===== src/rtl/compute_sequencer.sv =====
// Job sequencer for a weight-load / accumulate / drain compute engine.
// Optional COMPUTE watchdog enabled by defining SEQ_TIMEOUT_EN.
`timescale 1ns/1ps
module compute_sequencer #(
    parameter int NUM_W   = 4,
    parameter int NUM_ACC = 2,
    parameter int TIMEOUT = 64
) (
    input  logic       clk,
    input  logic       reset,
    input  logic       start,
    input  logic [7:0] base_addr,
    input  logic       acc_full,
    input  logic       mem_ready,
    output logic       busy,
    output logic       done,
    output logic       acc_clear,
    output logic       load_w,
    output logic [3:0] w_idx,
    output logic       acc_valid,
    output logic       mem_we,
    output logic [7:0] mem_addr,
    output logic [1:0] acc_sel,
    output logic       timeout_err
);

    generate
        if (NUM_W < 1 || NUM_W > 15 || NUM_ACC < 1 || NUM_ACC > 4 ||
            TIMEOUT < 2 || TIMEOUT > 255) begin : g_bad_param
            $error("compute_sequencer: parameter out of range");
        end
    endgenerate

    typedef enum logic [2:0] {
        IDLE, CLEAR, LOAD_W, COMPUTE, SETTLE, WRITE, DONE
    } state_t;

    localparam logic [3:0] W_LAST = 4'(NUM_W - 1);
    localparam logic [3:0] A_LAST = 4'(NUM_ACC - 1);

    state_t     state_q, state_d;
    logic [3:0] idx_q, idx_d;   // weight index in LOAD_W, write index in WRITE
    logic [7:0] base_q, base_d;

`ifdef SEQ_TIMEOUT_EN
    localparam logic [7:0] TO_LAST = 8'(TIMEOUT - 1);
    logic [7:0] to_cnt_q, to_cnt_d;
    logic       err_q, err_d;
`endif

    always_comb begin
        state_d  = state_q;
        idx_d    = idx_q;
        base_d   = base_q;
`ifdef SEQ_TIMEOUT_EN
        to_cnt_d = to_cnt_q;
        err_d    = err_q;
`endif
        case (state_q)
            IDLE: if (start) begin
                state_d = CLEAR;
                base_d  = base_addr;
                idx_d   = '0;
`ifdef SEQ_TIMEOUT_EN
                err_d   = 1'b0;
`endif
            end
            CLEAR: begin
                state_d = LOAD_W;
                idx_d   = '0;
            end
            LOAD_W: begin
                if (idx_q == W_LAST) begin
                    state_d = COMPUTE;
                    idx_d   = '0;
`ifdef SEQ_TIMEOUT_EN
                    to_cnt_d = '0;
`endif
                end else begin
                    idx_d = idx_q + 4'd1;
                end
            end
            COMPUTE: begin
                // acc_full on the last allowed cycle still counts as success
                if (acc_full) begin
                    state_d = SETTLE;
`ifdef SEQ_TIMEOUT_EN
                end else if (to_cnt_q == TO_LAST) begin
                    state_d = DONE;
                    err_d   = 1'b1;
                end else begin
                    to_cnt_d = to_cnt_q + 8'd1;
`endif
                end
            end
            SETTLE: begin
                state_d = WRITE;
                idx_d   = '0;
            end
            WRITE: if (mem_ready) begin
                if (idx_q == A_LAST) begin
                    state_d = DONE;
                    idx_d   = '0;
                end else begin
                    idx_d = idx_q + 4'd1;
                end
            end
            DONE:    state_d = IDLE;
            default: state_d = IDLE;
        endcase
    end

    always_ff @(posedge clk or posedge reset) begin
        if (reset) begin
            state_q  <= IDLE;
            idx_q    <= '0;
            base_q   <= '0;
`ifdef SEQ_TIMEOUT_EN
            to_cnt_q <= '0;
            err_q    <= 1'b0;
`endif
        end else begin
            state_q  <= state_d;
            idx_q    <= idx_d;
            base_q   <= base_d;
`ifdef SEQ_TIMEOUT_EN
            to_cnt_q <= to_cnt_d;
            err_q    <= err_d;
`endif
        end
    end

    assign busy      = (state_q != IDLE);
    assign done      = (state_q == DONE);
    assign acc_clear = (state_q == CLEAR);
    assign load_w    = (state_q == LOAD_W);
    assign w_idx     = (state_q == LOAD_W) ? idx_q : 4'd0;
    assign acc_valid = (state_q == COMPUTE);
    assign mem_we    = (state_q == WRITE);
    assign mem_addr  = (state_q == WRITE) ? (base_q + {4'd0, idx_q}) : 8'd0;
    assign acc_sel   = (state_q == WRITE) ? idx_q[1:0] : 2'd0;
`ifdef SEQ_TIMEOUT_EN
    assign timeout_err = err_q;
`else
    assign timeout_err = 1'b0;
`endif

endmodule


===== config.mk =====
export PLATFORM = sky130hd
export DESIGN_NAME = compute_sequencer
export DESIGN_NICKNAME = d
export VERILOG_FILES = /design/src/rtl/compute_sequencer.sv
export SDC_FILE = /design/constraint.sdc
export NUM_CORES = 1
export LEC_CHECK = 0
export ABC_AREA = 0
export CAP_MARGIN = 20
export CORE_MARGIN = 10
export CORE_UTILIZATION = 50
export CTS_CLUSTER_SIZE = 12
export DETAILED_ROUTE_END_ITERATION = 6
export GPL_ROUTABILITY_DRIVEN = 0
export MAX_ROUTING_LAYER = met4
export PLACE_DENSITY = 0.92
export SYNTH_ARGS = -nofsm -noshare
export SYNTH_HDL_FRONTEND = slang
export SYNTH_SLANG_ARGS = --single-unit

===== constraint.sdc =====
create_clock -name clk -period 3.7 [get_ports clk]
set_input_delay 0.925 -clock clk [delete_from_list [all_inputs] [get_ports clk]]
set_output_delay 0.925 -clock clk [all_outputs]
set_load 0.01 [all_outputs]

==> metrics.csv <==
metric,value,unit
grt_util_met1,15.5,%
postRouteAntennaNets,0,
p_per_area,639,mW/mm^2
synth-main-ff-cell,dfrtp_1,
dp_slack,413,ps
grt_max_degree,16,
port-buffer-count,32,
viasPerCell,5.61,
hold_buffers,0,
power.leakage,0.669,nW
setup_viol,0,
yosysWarnings,0,
clockBufferDepth,2,
fin_cells,187,
diodes,0,
worstSkewPairLatency,290,ps
synthCells,129,
path_buf_inv,1,
min_period_over_period,94.4,%
routed_wirelength,2.96,mm
tns,0,ps
rrSetupSlack,1940,ps
peakVddDrop,444,uV
path_class,flop to output pin,
place_area,0.00146,sq mm
slew_headroom,60.0,%
slew_violations,0,
io_pins,34,
hold_ws,537,ps
path_cells,ha_1 -> fa_1 -> a21o_1 -> a21oi_2 -> xor2_1 -> nor2_1 -> clkdlybuf4s50_1,
wire_per_inst,15.9,um
max_stage_delay,560,ps
synth_top_area_share,32.7,%
synth.avg_cell_area,8.90,sq um
rsz0062_at_grt,false,
clk_pin_slew,100,ps
timing.final.hold_violations,0,
crit_path_end,mem_addr[4],
max_freq,286,MHz
finClkSkew,2.49,ps
cpMaxStageDelayCell,clkdlybuf4s50_1,
fin_crit,3490,ps
cts_setup_buffers,0,
die_y,67.9,um
arrival,2570,ps
drive_above_1_share,12.6,%
r2r-end,idx_q[1]$_DFFE_PP0P_,
synth_top_cell_by_area,dfrtp_1,
grt_overflow,0,
maxCapViolCount,0,
core_area,0.00219,sq mm
min-delay-path-class,flop to flop,
start_util,52.4,%
h-tree-depth,1,
syn_area,0.00115,sq mm
cts_buffers,3,
power.total,0.954,mW
endpoint_kind,output pin,
synthToLayoutAreaGrowth,30.0,%
outcome,"finished, final reports clean",
ys_seq_area_share,32.7,%
die_x,67.9,um
synth_area_leaders,"dfrtp_1 33%, ha_1 7.6%, mux2_2 6.9%, nand2_1 4.2%, nor2_1 4.2%",
crit_fanout,7,
syn_nets,150,
reg2reg_from,idx_q[1]$_DFFE_PP0P_,
cts_tree,yes,
vias,1049,
dieArea,0.00461,sq mm
layout.nets,181,
r2r_cells,6,
met2_usage,22.7,%
critPathLaunchType,flop,
hpwl,2.33,mm
required,2770,ps
setup_ws,208,ps
design_area,0.00149,sq mm
synth_cell_types,43,
placementRows,17,
grt_pass1_vias,1009,
min-delay-start,base_q[3]$_DFFE_PP0P_,
clkSinkCount,15,
grt_usage,13.7,%
grt_pass1_wl,4.73,mm
finish.utilization,68.1,%
ys_ff_latch,15,
cts-root-buf,clkbuf_4,
synth_edf_count,0,
first_pass_iters,4,
crit_family,adder cells,
grt_use_met3,2.61,%
path_depth,7,
tightestPinTransition,599,ps
synthArstFlopShare,100,%
antenna_found_initial,0,
drt_iter0_markers,46,
busiest_layer,met2,
drc,0,
crit_start,idx_q[0]$_DFFE_PP0P_,
dp_cells,183,
==> synth_stat cells, types with 2 or more instances <==
cell,n
inv_1,11
ha_1,7
a211oi_1,2
mux2_2,7
o22ai_1,2
nand3_1,3
a21oi_1,6
nand2_1,13
or3_1,3
o21ai_0,6
buf_4,2
a21o_1,3
nand4_1,2
o21ai_1,2
nor2_1,13
nor3b_1,2
buf_6,2
mux2i_1,2
and2_1,3
dfrtp_1,15
==> area by class of cell <==
type | count | area, sq um
Clock buffer | 3 | 22.5
Clock inverter | 1 | 5.00
Fill cell | 184 | 698
Inverter | 12 | 45.0
Multi-Input combinational cell | 96 | 686
Sequential cell | 15 | 377
Tap cell | 28 | 35.0
Timing Repair Buffer | 32 | 323
==> where the power goes <==
| group | internal, mW | switching [mW] |
|---|---|---|
| clock | 0.0403 | 0.0585 |
| sequential | 0.233 | 0.0967 |
| combinational | 0.259 | 0.267 |
| total | 0.532 | 0.422 |
==> logic make-up (layout without fill, tap and decap cells) <==
kind of cell,after synthesis,in the layout,share of synthesized area [%]
DFF,15,15,32.7
muxes,9,9,8.61
AOI/OAI and AO/OA,31,31,19.4
other,1,1,0.326
xor gates and xnor gates,2,2,1.53
adders and majority gates,8,8,9.37
buffers and inverters,18,48,7.95
and+or+nand+nor,45,45,20.2
==> worst min-delay path by stage <==
| stage | endpoint | slack (ps) | depth (start not counted) |
|---|---|---|---|
| global placement | base_q[0]$_DFFE_PP0P_ | 500 | 1 |
| detailed placement | base_q[3]$_DFFE_PP0P_ | 500 | 1 |
| floorplan | base_q[0]$_DFFE_PP0P_ | 480 | 1 |
| finish | base_q[3]$_DFFE_PP0P_ | 540 | 1 |
| global route | base_q[3]$_DFFE_PP0P_ | 550 | 1 |
| CTS | base_q[3]$_DFFE_PP0P_ | 530 | 1 |
==> layout by cell type, fill, tap and decap left out, drive strengths merged, types with 3 or more instances in the layout <==
cell type,n
or3,3
a21oi,6
clkdlybuf4s50,31
nand3,3
ha,7
nand2,13
inv,12
mux2,7
dfrtp,15
o21ai,8
o22ai,3
a21o,3
nor2,14
and2,3
clkbuf,3
==> flip-flops by register name (all words and copies together) (netlist names) <==
name	cells
base_q	8
idx_q	4
state_q	3
==> layer usage <==
| layer | wire, um | part of all wire, % |
|---|---|---|
| met1 | 1200 | 41 |
| met2 | 1550 | 52 |
| met3 | 165 | 5.6 |
| met4 | 48 | 1.6 |
| met5 | 0 | 0 |
==> timing repair <==
action,4_1_cts,5_1_grt
endpoints found under the hold margin,0,0
endpoints found under the setup margin,0,2
resized for setup,0,3
Note: power is estimated with default switching activity, not from simulation.
==> RTL change (same flow settings) <==
The 7 states of `state_t` get a one-hot encoding in 7 bits.
--- a/src/rtl/compute_sequencer.sv
+++ b/src/rtl/compute_sequencer.sv
@@ -33,4 +33,4 @@
 
-    typedef enum logic [2:0] {
-        IDLE, CLEAR, LOAD_W, COMPUTE, SETTLE, WRITE, DONE
+    typedef enum logic [6:0] {
+        IDLE = 7'b0000001, CLEAR = 7'b0000010, LOAD_W = 7'b0000100, COMPUTE = 7'b0001000, SETTLE = 7'b0010000, WRITE = 7'b0100000, DONE = 7'b1000000
     } state_t;
Behaviour: same outputs for any inputs over 10 cycles, from zero or initial values and one cycle with reset high; not proved beyond that.
==> RTL change against the original RTL <==
Setup slack worse by 0.029 ns. Combinational power is 9.7% lower. Sequential cell count is 4 higher. Design area is 12% higher. Total power is 0.54% lower. Synthesized area is 14% higher. Routed wire length is 9.6% higher. Critical endpoint is now mem_addr[6]. Register-to-register slack worse by 0.28 ns. First-iteration DRC count is 140% higher.
==> RTL change: results (changes against the original RTL) <==
stage	metric	value	unit	change
cells_and_area	nNonClkInverters	8		-4
synth	ys_top_cells_by_count	nand2_1 (27), dfrtp_1 (18), nor2_1 (16)		
critical_path	endpoint	mem_addr[6]		
synth	yosys-mux-area-fraction	2.29	%	-6.3 points
status	status	complete, no violations		
synth	ys_seq_elements	19		+4
synth	yosys.area_share.adder	8.21	%	-1.2 points
power_and_ir_drop	ir_worst_vdd	0.442	mV	-0.43%
drt	drt_iter0_drc	109		+140%
critical_path	r2r-end	idx_q[0]		
drt	via_per_inst	5.60		-0.14%
global_routing	grt.total_usage	13.3	%	-0.43 points
timing	slew_headroom	52.6	%	-7.4 points
drt	routedWlPerCell	15.0	µm	-5.1%
power_and_ir_drop	p_leak	0.000770	µW	+15%
synth	synth_cell_types	41		-4.7%
critical_path	r2r_cells	7		+1
cells_and_area	clock_area_share	1.64	%	-0.20 points
hold_path	hold_depth	2		+1
critical_path	worstPathArrival	2.60	ns	+0.03 ns
global_routing	grt_pass1_vias	1254		+24%
cells_and_area	fillers	200		+8.7%
placed_design	dp_hpwl	2610	µm	+12%
cells_and_area	multi_input_area_share	46.6	%	+0.70 points
timing	finalClockSkew	0.00445	ns	+0.00196 ns
global_routing	grt_pass1_wl	5620	µm	+19%
cells_and_area	multi_input_gates	123		+28%
synth	yosys-top-cells-area	dfrtp_1 (34%), nand2_1 (7.7%), ha_1 (6.7%)		
synth	seq_area_frac_synth	36.4	%	+3.7 points
cells_and_area	seq-cell-share	28.5	%	+3.3 points
cells_and_area	drive_above_1_share	6.99	%	-5.6 points
synth	syn_nets	176		+17%
synth	synth_compound_area_share	14.2	%	-5.2 points
cells_and_area	layout.nonclk_buf_share	19.1	%	-2.5 points
RTL change: cells by family (layout without fill, tap and decap cells):
logic type / after synthesis / count (layout)
XOR/XNOR: 4 / 4
AO/OA/AOI/OAI: 28 / 28
multiplexers: 2 / 2
buffers and inverters: 13 / 44
other: 1 / 1
AND/OR/NAND/NOR: 80 / 80
adder cells (fa/ha/maj): 8 / 8
flip-flops: 19 / 19
RTL change: timing repair:
item | CTS | global route
endpoints found under the setup margin | 0 | 2
resized for setup | 0 | 2
buffers inserted | 0 | 0
hold buffers | 0 | 0
RTL change: stage by stage:
stage                     total power (µW)  utilization [%]  instance area (µm²)  setup slack, ns  cells
after floorplan                        699                -                 1310             1.02    155
after global placement                 812             65.7                 1640            0.501    212
after detailed placement               840             65.7                 1640            0.442    212
after CTS                              947             66.8                 1670           0.0731    216
after global routing                  1040             67.0                 1670           0.0145    216
final                                  949             67.0                 1670            0.180    216
RTL change: how the worst min path moves through the flow:
stage	start	end	slack (ns)
global route	base_q[2]	base_q[2]	0.55
global placement	base_q[3]	base_q[3]	0.47
floorplan	base_q[0]	base_q[0]	0.45
CTS	base_q[3]	base_q[3]	0.51
detailed placement	base_q[3]	base_q[3]	0.49
finish	base_q[3]	base_q[3]	0.51
RTL change: report_power, final:
part           switching (µW)  leakage (µW)  internal [µW]
Combinational             265      0.000506            210
Clock                    66.3     0.0000177           40.3
Sequential               87.8      0.000246            280
RTL change: metal layers:
layer | up-vias | GRT usage, % | share of wire, %
met1 | 566 | 14.4 | 43
met2 | 38 | 23.5 | 51
met4 | 0 | 3.23 | 1.3
met3 | 6 | 3.21 | 5.3
met5 | - | - | 0
li1 | 600 | - | -
RTL change: worst min-delay path, cell delays in order (launching register included):
cell	delay [ns]
dfrtp_1	0.37
nand2_1	0.06
nand2_1	0.06
